<file path="config.mk">
export PLATFORM = sky130hd
export DESIGN_NAME = mem_port_arbiter
export DESIGN_NICKNAME = d
export VERILOG_FILES = /design/src/rtl/mem_port_arbiter.sv
export SDC_FILE = /design/constraint.sdc
export NUM_CORES = 1
export LEC_CHECK = 0
export ABC_AREA = 1
export CORE_AREA = 3 3 132 134
export DETAILED_ROUTE_END_ITERATION = 7
export DIE_AREA = 0 0 135 137
export GPL_ROUTABILITY_DRIVEN = 0
export PLACE_DENSITY = 0.86
export SYNTH_ARGS = -nofsm -noshare
export SYNTH_HDL_FRONTEND = slang
export SYNTH_SLANG_ARGS = --single-unit
</file>
<file path="constraint.sdc">
create_clock -name clk -period 1.5 [get_ports clk]
set_input_delay 0.225 -clock clk [delete_from_list [all_inputs] [get_ports clk]]
set_output_delay 0.225 -clock clk [all_outputs]
set_load 0.02 [all_outputs]
</file>
<file path="src/rtl/mem_port_arbiter.sv">
// Arbiter that shares one single-port, variable-latency memory between the
// instruction-fetch port and the data (load/store) port. One access is in
// flight at a time. Addresses and write data are latched when the access is
// granted. Acks and read data are registered. A watchdog aborts an access
// whose memory never answers.
//
// Handshake semantics:
//   requester side: *_req is raised with its fields stable and held until
//   the one-cycle *_ack pulse. The acked side is masked from arbitration in
//   its ack cycle, so a still-high req is treated as a new access starting
//   the following cycle.
//   memory side: mem_req behaves as valid and mem_ready as ready. The access
//   completes on the first rising edge that samples mem_req=1 and
//   mem_ready=1. mem_ready is ignored whenever mem_req is 0.
module mem_port_arbiter #(
  parameter int ADDR_W        = 32,
  parameter int DATA_W        = 32,
  parameter int DATA_PRIORITY = 1,
  parameter int TIMEOUT       = 255
) (
  input  logic              clk,
  input  logic              rst_n,
  input  logic              if_req,
  input  logic [ADDR_W-1:0] if_addr,
  output logic              if_ack,
  output logic [DATA_W-1:0] if_rdata,
  input  logic              d_req,
  input  logic              d_we,
  input  logic [ADDR_W-1:0] d_addr,
  input  logic [DATA_W-1:0] d_wdata,
  output logic              d_ack,
  output logic [DATA_W-1:0] d_rdata,
  output logic              mem_req,
  output logic              mem_we,
  output logic [ADDR_W-1:0] mem_addr,
  output logic [DATA_W-1:0] mem_wdata,
  input  logic [DATA_W-1:0] mem_rdata,
  input  logic              mem_ready,
  output logic              bus_err,
  output logic              stall,
  output logic [1:0]        dbg_state_o
);

  typedef enum logic [1:0] {
    IDLE    = 2'd0,
    IF_BUSY = 2'd1,
    D_BUSY  = 2'd2
  } state_e;

  // The watchdog counts 0..TIMEOUT-1. The abort fires in the cycle that holds the last value.
  localparam int                CNT_W    = (TIMEOUT > 1) ? $clog2(TIMEOUT) : 1;
  localparam logic [CNT_W-1:0]  CNT_LAST = CNT_W'((TIMEOUT > 0) ? TIMEOUT - 1 : 0);
  localparam logic              WD_EN    = (TIMEOUT > 0);
  localparam logic              D_FIRST  = (DATA_PRIORITY != 0);

  state_e              state_q, state_d;
  logic                mem_req_q, mem_req_d;
  logic                mem_we_q, mem_we_d;
  logic [ADDR_W-1:0]   mem_addr_q, mem_addr_d;
  logic [DATA_W-1:0]   mem_wdata_q, mem_wdata_d;
  logic                if_ack_q, if_ack_d;
  logic                d_ack_q, d_ack_d;
  logic                bus_err_q, bus_err_d;
  logic [DATA_W-1:0]   if_rdata_q, if_rdata_d;
  logic [DATA_W-1:0]   d_rdata_q, d_rdata_d;
  logic [CNT_W-1:0]    cnt_q, cnt_d;

  logic elig_if, elig_d, grant_if, grant_d, fin, timed_out;

  // State and registered outputs. An async reset abandons any access without an ack.
  always_ff @(posedge clk or negedge rst_n) begin
    if (!rst_n) begin
      state_q     <= IDLE;
      mem_req_q   <= 1'b0;
      mem_we_q    <= 1'b0;
      mem_addr_q  <= '0;
      mem_wdata_q <= '0;
      if_ack_q    <= 1'b0;
      d_ack_q     <= 1'b0;
      bus_err_q   <= 1'b0;
      if_rdata_q  <= '0;
      d_rdata_q   <= '0;
      cnt_q       <= '0;
    end else begin
      state_q     <= state_d;
      mem_req_q   <= mem_req_d;
      mem_we_q    <= mem_we_d;
      mem_addr_q  <= mem_addr_d;
      mem_wdata_q <= mem_wdata_d;
      if_ack_q    <= if_ack_d;
      d_ack_q     <= d_ack_d;
      bus_err_q   <= bus_err_d;
      if_rdata_q  <= if_rdata_d;
      d_rdata_q   <= d_rdata_d;
      cnt_q       <= cnt_d;
    end
  end

  // Arbitration, memory handshake, watchdog and ack generation.
  always_comb begin
    state_d     = state_q;
    mem_req_d   = mem_req_q;
    mem_we_d    = mem_we_q;
    mem_addr_d  = mem_addr_q;
    mem_wdata_d = mem_wdata_q;
    if_ack_d    = 1'b0;
    d_ack_d     = 1'b0;
    bus_err_d   = 1'b0;
    if_rdata_d  = if_rdata_q;
    d_rdata_d   = d_rdata_q;
    cnt_d       = cnt_q;
    fin         = 1'b0;
    timed_out   = 1'b0;

    // The side acked this cycle is masked. Its ack register doubles as the mask.
    elig_if  = if_req & ~if_ack_q;
    elig_d   = d_req & ~d_ack_q;
    grant_d  = elig_d & (D_FIRST | ~elig_if);
    grant_if = elig_if & ~grant_d;

    case (state_q)
      IDLE: begin
        if (grant_d) begin
          state_d     = D_BUSY;
          mem_req_d   = 1'b1;
          mem_we_d    = d_we;
          mem_addr_d  = d_addr;
          mem_wdata_d = d_wdata;
          cnt_d       = '0;
        end else if (grant_if) begin
          state_d     = IF_BUSY;
          mem_req_d   = 1'b1;
          mem_we_d    = 1'b0;
          mem_addr_d  = if_addr;
          mem_wdata_d = '0;
          cnt_d       = '0;
        end
      end
      IF_BUSY, D_BUSY: begin
        if (mem_ready) begin
          fin = 1'b1;
        end else if (WD_EN && (cnt_q == CNT_LAST)) begin
          fin       = 1'b1;
          timed_out = 1'b1;
        end else begin
          cnt_d = cnt_q + CNT_W'(1);
        end
        if (fin) begin
          state_d   = IDLE;
          mem_req_d = 1'b0;
          mem_we_d  = 1'b0;
          bus_err_d = timed_out;
          if (state_q == IF_BUSY) begin
            if_ack_d   = 1'b1;
            if_rdata_d = timed_out ? '0 : mem_rdata;
          end else begin
            d_ack_d = 1'b1;
            if (!mem_we_q) begin
              d_rdata_d = timed_out ? '0 : mem_rdata;
            end
          end
        end
      end
      default: state_d = IDLE;
    endcase
  end

  assign if_ack      = if_ack_q;
  assign if_rdata    = if_rdata_q;
  assign d_ack       = d_ack_q;
  assign d_rdata     = d_rdata_q;
  assign mem_req     = mem_req_q;
  assign mem_we      = mem_we_q;
  assign mem_addr    = mem_addr_q;
  assign mem_wdata   = mem_wdata_q;
  assign bus_err     = bus_err_q;
  assign stall       = (if_req & ~if_ack_q) | (d_req & ~d_ack_q);
  assign dbg_state_o = state_q;

endmodule
</file>
---- Word-level counts from Yosys, hierarchy flattened ----
Cells that the tools add are included.
Widths: inputs -> output; s select.
operators by class
  $add $sub $neg .......................... 1
  equality and inequality tests ........... 7
  multiplexer cells ....................... 34
  bitwise gates (word level) .............. 9
  reduce and logical (&&, ||, !) cells .... 10
operator list
  cell                 count
  $mux 32              5
  $mux 8               4
  $mux 1               18
  $pmux 8 s2           1
  $add 8x1->8 const B  1
  $eq 8x8->1 const B   1
  $reduce_and 4->1     2
  $mux 2               3
  $ne 2x2->1 const B   3
  $reduce_and 3->1     2
  $not 1->1            5
  $pmux 1 s2           2
  $pmux 2 s2           1
  $reduce_and 2->1     2
  $reduce_bool 2->1    2
  $and 1x1->1          3
  $ne 3x3->1 const B   1
  $eq 2x1->1 const B   1
  $eq 2x2->1 const B   1
  $logic_not 2->1      1
  $reduce_or 2->1      1
  $or 1x1->1           1
word-level totals
  flip-flop bits (word level) ............. 143

---- Logic depth before layout (Yosys ltp) ----
Gate-level depths: netlist (run 1).
  depth in word-level cells ............... 7
  gate-level depth with buffers ........... 10
  mapped depth without buffers ............ 10

---- Worst setup path before layout (run 1) ----
OpenSTA, ideal clock, no wires.
  path type ............................... register to register
  start ................................... reg state_q[0] (netlist: dbg_state_o[0])
  end ..................................... reg if_rdata_q[10] (netlist: if_rdata[10])
  data arrival time ....................... 1.611 ns
  required time ........................... 1.382 ns
  setup slack ............................. -0.229 ns
  stages on the path, launching flop included .. 10
  path buffers ............................ 2
  cells stage by stage .................... dfrtp_1 inv_1 ha_1 clkbuf_1 nand3_1 nand2_2 nand2_2 clkbuf_1 nand2_1 nand2_1
on the way
  cells in the longest elaborated chain, start to end .. 3
RTL lines
  item                                             RTL line  text
  from (decl)                                      56        state_e state_q, state_d;
  from (signal assigned)                           85        state_q <= state_d;
  $eq 2x1->1 / $eq 2x2->1 (equally long branches)  121, 153
  $reduce_or 2->1                                  121       case (state_q)
  $reduce_and 3->1 (no source line) (*)            -
  to (signal assigned)                             93        if_rdata_q <= if_rdata_d;
  to (decl)                                        64        logic [DATA_W-1:0] if_rdata_q, if_rdata_d;
Mark *: on every way between the ends. The rest lies on a longest branch, timed or not.
A chain may end at the register's enable or synchronous reset.

---- Worst setup path after layout (run 1) ----
  start ................................... reg cnt_q[0]
  end ..................................... reg d_rdata_q[3] (netlist: d_rdata[3])
on the way
  cells in the longest elaborated chain, start to end .. 5
RTL lines
  item                                                                 RTL line  text
  from (decl)                                                          66        logic [CNT_W-1:0] cnt_q, cnt_d;
  from (signal assigned)                                               95        cnt_q <= cnt_d;
  $eq 8x8->1 (*)                                                       142       end else if (WD_EN && (cnt_q == CNT_LAST)) begin
  $mux 1 (*)                                                           142
  $mux 1                                                               140       if (mem_ready) begin
  $mux 1                                                               121
  $reduce_and 4->1 (no source line) / $mux 32 (equally long branches)  -
  to (signal assigned)                                                 94        d_rdata_q <= d_rdata_d;
  to (decl)                                                            65        logic [DATA_W-1:0] d_rdata_q, d_rdata_d;
Mark *: on every way between the ends. The rest lies on a longest branch, timed or not. The select of a mux whose other input is x is not followed.

==> results by group, run 1 <==
STA
  • Slew headroom: 72.8%
  • Worst setup margin: -0.156 ns
  • Tmin final: 1.66 ns
  • Max-slew violations: 0
  • Fmax: 0.604 GHz
  • Min Hold Slack: around 0.28 ns
  • RSZ-0062 raised after global routing: true
  • Period utilisation layout: 110%
  • Final setup skew: ~0.014 ns
  • Final Hold Fails: 0
  • Setup violators final: 65
  • Worst-Margin Slew: 0.408 ns

Detailed routing
  • Antenna Nets Post-Route: 0
  • Average wire per standard cell: 18.7 µm
  • Length of the first detailed-routing pass in iterations: 4
  • WL final: 23500 µm
  • Remaining DRCs: 0
  • Routed vias: 6439
  • DR iter-0 viols: about 400
  • Drt via density: 5.11

Floorplan
  • DIE WIDTH: 135 µm
  • Placement row count: 47
  • Std-Cell Core Area: ~16000 µm²
  • Die boundary height: 137 µm
  • Initial Util: 37.8%
  • Die area: 18500 µm²
  • Number of top-level pins: 270

Synth
  • Share of the yosys chip area belonging to registers: 57.7%
  • EDFF count, synth: 0
  • Avg Inst Size Synth: 8.70 µm²
  • Main area contributors after synthesis: dfrtp_1, nand2_1, nand3_1
  • Post-synth top flop: dfrtp_1
  • Synth Instances: 713
  • Netlist cell types: 20
  • Synthesized area: 6200 µm²
  • Post-synth top cells: nand2_1, dfrtp_1, nand3_1
  • FF+latch count, synth: 143
  • Ys Warns: 0
  • Most frequent cell after synthesis: nand2_1
  • Ys async rst share: 100%
  • Syn Nets: 851
  • Dominant cell type by area after synthesis: dfrtp_1
  • Synth top area share: ~58%

Layout
  • Final Cell Area: 11200 µm²
  • Layout cell share with drive strength beyond 1: between 20% and 30%
  • Final Net Count: 1166
  • ANT cells: 0
  • Final core occ: between 60% and 70%
  • Area Overhead vs Synth: 80.8%
  • Layout Cells excl Fill: between 1k and 1.5k
  • Fill cell count: around 1.2k

Clocking
  • Worst-path clk slew: 0.06 ns
  • Clock Sinks: between 100 and 150
  • Clock root buffer: clkbuf_16
  • Max H-tree Level: 4
  • TritonCTS Buffers: 17
  • Max Root-Sink Buffers: 2
  • Skew-Pair Late Insertion Delay: 0.42 ns
  • CTS tree: built

Pwr
  • VDD IR max: 1090 µV
  • Comb pwr share: 52.0%
  • Clock power frac: 19.5%
  • Internal Power: 13300 µW
  • Switching pwr: 9610 µW
  • LEAKAGE: around 0.0055 µW
  • Pwr/cell area: between 2000 and 2500 nW/µm²
  • Sequential share of power: 28.5%
  • Total Power: 22900 µW
  • Sw frac: 41.9%

Worst setup path
  • Worst path arrival time: 1.95 ns
  • Crit Path Max Fanout: 8
  • Worst Setup Path Type: register to register
  • Startpoint types: register
  • Worst path required time: 1.80 ns
  • Worst Setup End Kind: register

Global routing
  • GRT overflow: 0
  • Vias in the first global route: 6681
  • Total GRT Usage: between 20% and 30%
  • Pin count of the biggest net entering global routing: 48
  • Initial antenna violation count: 0
  • First-pass GRT wire length: about 36000 µm

Run status
  • Violated checks: setup timing
  • Outcome: complete, but fails checks

Place
  • Area post-placement: 9470 µm²
  • HPWL after DPL: 13800 µm
  • # port buffers: 269
  • DP Cell Count: 1204

Hold path
  • Min-Delay Path Class: input port to asynchronous set/reset pin

Job
  • Max_cap viols: 0
registers in the layout, indices dropped and copies added (netlist names):
signal       cells
if_ack           1
dbg_state_o      2
d_ack            1
d_rdata         32
mem_we           1
mem_req          1
cnt_q            8
if_rdata        32
mem_wdata       32
bus_err          1
mem_addr        32
repair_timing:
action | 4_1_cts | 5_1_grt
hold buffers | 1 | 0
buffers inserted | 14 | 1
hold endpoints to repair | 30 | 0
gates cloned | 16 | 1
gates resized for setup | 310 | 105
endpoints found under the setup margin | 214 | 115
pin swaps | 50 | 44
metal layers:
metal,track usage (%),wire (µm)
met1,28.8,8560
met2,41.9,11900
met3,7.57,1990
met4,11.8,1040
met5,0,0
metrics by stage:
stage	setup slack (ns)	TNS, ns
global placement	-0.208	-14.55
finish	-0.156	-6.28
detailed placement	-0.263	-21.73
floorplan	-0.0317	-1.91
CTS	-0.197	-10.51
global route	-0.195	-11.45
cells in the final DEF (no fill, tap or decap), drive strengths merged:
cell type	instances
a21boi	1
inv	49
nand4	3
clkinvlp	4
nand3	72
nand2	284
clkdlybuf4s50	132
dlygate4sd2	132
a31oi	32
dfrtp	143
nor3b	2
ha	4
a22o	32
o21bai	2
bufinv	3
nor2	46
o21ai	3
buf	70
dlygate4sd3	1
clkinv	2
clkbuf	24
power groups by stage:
stage,Clock (µW),Sequential (µW),Combinational [µW]
2_1_floorplan,0,8440,3630
3_3_place_gp,0,6460,10700
3_5_place_dp,0,6530,11000
4_1_cts,4520,6450,11600
5_1_grt,4750,6720,12700
6_report,4460,6540,11900
final cells by class:
type	instances	area, µm²	share of cell area (%)
Clock buffer	21	470	4.20
Clock inverter	11	153	1.36
Inverter	47	225	2.01
Multi-Input combinational cell	481	2960	26.4
Sequential cell	143	3580	31.9
Tap cell	220	275	2.46
Timing Repair Buffer	338	3550	31.6
kinds of logic (layout without fill, tap and decap cells):
kind of cell	after synthesis	count (layout)	share of synthesized area, %
and+or+nand+nor	407	407	26.6
buffers and inverters	89	417	6.50
adders and majority gates	4	4	0.807
DFF	143	143	57.7
AOI/OAI and AO/OA	70	70	8.36
path summary, 6_finish.rpt:
check / start / end / slack (ns) / cells after the start
setup / recovery: cnt_q[0]$_DFFE_PN0P_ / d_rdata[3]$_DFFE_PN0P_ / -0.16 / 11
hold / removal: rst_n / d_rdata[3]$_DFFE_PN0P_ / 0.28 / 2
setup reg to reg: cnt_q[0]$_DFFE_PN0P_ / d_rdata[3]$_DFFE_PN0P_ / -0.16 / 11
hold reg to reg: d_rdata[23]$_DFFE_PN0P_ / d_rdata[23]$_DFFE_PN0P_ / 0.47 / 2
max in group asynchronous: rst_n / mem_wdata[20]$_DFFE_PN0P_ / 0.64 / 3
min in group clk: if_addr[29] / mem_addr[29]$_DFFE_PN0P_ / 0.37 / 3
critical path: stages (launching register included):
cell and delay, ns:
dfrtp_1 0.39, inv_2 0.08, ha_4 0.13, nand2_4 0.05
nor2_4 0.13, buf_6 0.12, nand3_4 0.16, buf_12 0.22
nand2_4 0.07, inv_4 0.04, nand3_2 0.08, nand2_2 0.07
Power figures use the tool's default switching activity.
==> run 2: changes to the inputs <==
--- a/config.mk
+++ b/config.mk
@@ -10,6 +10,7 @@
 export DETAILED_ROUTE_END_ITERATION = 7
 export DIE_AREA = 0 0 135 137
 export GPL_ROUTABILITY_DRIVEN = 0
+export GPL_TIMING_DRIVEN = 0
 export PLACE_DENSITY = 0.86
 export SYNTH_ARGS = -nofsm -noshare
 export SYNTH_HDL_FRONTEND = slang
==> results by group, run 2 (synthesized netlist as in run 1, its figures left out) <==
STA
  • Fmax: 0.582 GHz
  • Worst setup margin: -0.219 ns
  • Setup violators final: 64
  • Worst-Margin Slew: 0.614 ns
  • Tmin final: 1.72 ns
  • Period utilisation layout: 115%
  • Final Hold Fails: 0
  • Setup_tns: -8.40 ns
  • Slew headroom: approximately 59%
  • Final setup skew: 0.00921 ns
  • RSZ-0062 raised after global routing: true
  • Max-slew violations: 0

Pwr
  • Pwr/cell area: 2080 nW/µm²
  • Switching pwr: ~9400 µW
  • Sequential share of power: 29.6%
  • VDD IR max: 971 µV
  • Internal Power: 12600 µW
  • Clock power frac: 18.9%
  • Comb pwr share: 51.5%
  • LEAKAGE: between 0.005 and 0.006 µW
  • Total Power: around 22000 µW
  • Sw frac: 42.5%

Worst setup path
  • Worst-path cell chain: inv_2 > ha_4 > nand2_4 > nor2_4 > nand3_4 > nand2_4 > buf_12 > clkbuf_16 > buf_8 > nand3_1 > nand2_1
  • Worst path arrival time: just over 2 ns
  • Worst Setup Path Type: register to register
  • Most common cell on crit path: nand2_4
  • Crit Path Max Fanout: 5
  • Startpoint types: register
  • Worst path required time: 1.84 ns
  • Worst Setup End Kind: register
  • CP max stage delay: 0.38 ns
  • Slowest-stage cell, CP: dfrtp_1

Detailed routing
  • Drt via density: 4.93
  • DR iter-0 viols: 325
  • Antenna Nets Post-Route: 0
  • Remaining DRCs: 0
  • Routed vias: a little over 6k
  • WL final: 21400 µm
  • Length of the first detailed-routing pass in iterations: 5
  • Average wire per standard cell: 17.0 µm

Job
  • Max_cap viols: 0

Floorplan
  • Number of top-level pins: 270
  • Die area: roughly 18000 µm²
  • Die boundary height: 137 µm
  • Initial Util: 37.8%
  • DIE WIDTH: 135 µm
  • Placement row count: 47
  • Std-Cell Core Area: 16400 µm²

Layout
  • Final Net Count: 1166
  • Fill cell count: 1328
  • Layout cell share with drive strength beyond 1: 18.7%
  • Most common cell after layout, fill and taps aside: nand2_1
  • Area of the multi-input gates: 2670 µm²
  • Register area: 3580 µm²
  • Area Overhead vs Synth: 70.9%
  • Most frequent cells in the layout: nand2_1, dfrtp_1, clkdlybuf4s50_1, dlygate4sd2_1
  • ANT cells: 0
  • Final core occ: between 60% and 70%

Global routing
  • Initial antenna violation count: 0
  • Pin count of the biggest net entering global routing: slightly above 80
  • Vias in the first global route: 6093
  • GRT overflow: 0
  • First-pass GRT wire length: 31000 µm
  • Total GRT Usage: 21.3%

Clocking
  • Skew-Pair Late Insertion Delay: 0.41 ns
  • CTS tree: built
  • TritonCTS Buffers: 17
  • Clock Sinks: 143
  • Max Root-Sink Buffers: 2
  • Max H-tree Level: 4
  • Worst-path clk slew: 0.07 ns
  • Clock root buffer: clkbuf_16

Hold path
  • Min-Delay Path Class: input port to asynchronous set/reset pin

Run status
  • Outcome: complete, but fails checks
  • Violated checks: setup timing

Place
  • # port buffers: 269
  • HPWL after DPL: 14300 µm
run 2: stage by stage:
stage / instances / setup slack (ns) / area, µm² / hold slack [ns]
3_5_place_dp: 1203 / -0.436 / 9280 / 0.251
4_1_cts: 1250 / -0.146 / 10100 / 0.355
3_3_place_gp: 1202 / -6.18 / 9260 / 0.455
2_1_floorplan: 713 / -0.0317 / 6290 / -0.0706
5_1_grt: 1261 / -0.287 / 10600 / 0.366
6_report: 1261 / -0.219 / 10600 / 0.362
run 2: final cells by class:
cell class,instances,area share (%)
clock buffer,19,4.27
inverter,47,1.77
buffer,40,3.57
sequential,143,33.8
tap,220,2.60
multi-input combinational,481,25.2
clock inverter,13,1.23
timing repair buffer,298,27.6
run 2: layer usage:
layer	global-route usage, %	share of wire (%)	up-vias
met5	0	0	-
met4	8.85	3.0	0
met3	7.87	8.9	41
met2	36.2	50	277
met1	24.3	38	2958
li1	-	-	2941
run 2: power groups by stage:
stage | combinational, µW | sequential, µW | clock, µW
finish | 11300 | 6510 | 4160
global route | 12200 | 6690 | 4420
CTS | 10300 | 6420 | 4240
detailed placement | 10600 | 6530 | 0
global placement | 10400 | 6490 | 0
floorplan | 3630 | 8440 | 0
run 2: path summary, 6_finish.rpt:
check / to / cells after the start / start / slack [ns]
setup / recovery: d_rdata[19]$_DFFE_PN0P_ / 11 / cnt_q[0]$_DFFE_PN0P_ / -0.22
hold / removal: if_rdata[10]$_DFFE_PN0P_ / 2 / rst_n / 0.36
setup reg to reg: d_rdata[19]$_DFFE_PN0P_ / 11 / cnt_q[0]$_DFFE_PN0P_ / -0.22
hold reg to reg: if_rdata[29]$_DFFE_PN0P_ / 2 / if_rdata[29]$_DFFE_PN0P_ / 0.47
max in group asynchronous: cnt_q[1]$_DFFE_PN0P_ / 3 / rst_n / 0.29
min in group clk: mem_addr[26]$_DFFE_PN0P_ / 3 / d_addr[26] / 0.37
run 2: timing repair:
action / in CTS / in global routing
setup buffers: 12 / 5
pin swaps: 7 / 64
endpoints found under the hold margin: 63 / 0
endpoints found under the setup margin: 276 / 119
hold buffers: 1 / 0
cloned: 3 / 8
resized for setup: 205 / 106
run 2: critical path: cells and delay by family (launching register included):
kind                       cells  cell delay (ns)
DFF                            1             0.38
buffers and inverters          4             0.49
and+or+nand+nor                6             0.64
adders and majority gates      1             0.14
==> run 3: changes to the inputs <==
--- a/config.mk
+++ b/config.mk
@@ -7,6 +7,7 @@
 export LEC_CHECK = 0
 export ABC_AREA = 1
 export CORE_AREA = 3 3 132 134
+export CTS_CLUSTER_SIZE = 20
 export DETAILED_ROUTE_END_ITERATION = 7
 export DIE_AREA = 0 0 135 137
 export GPL_ROUTABILITY_DRIVEN = 0
==> results of run 3 <==
No change in the layout: final DEF, timing and power equal those of run 2.
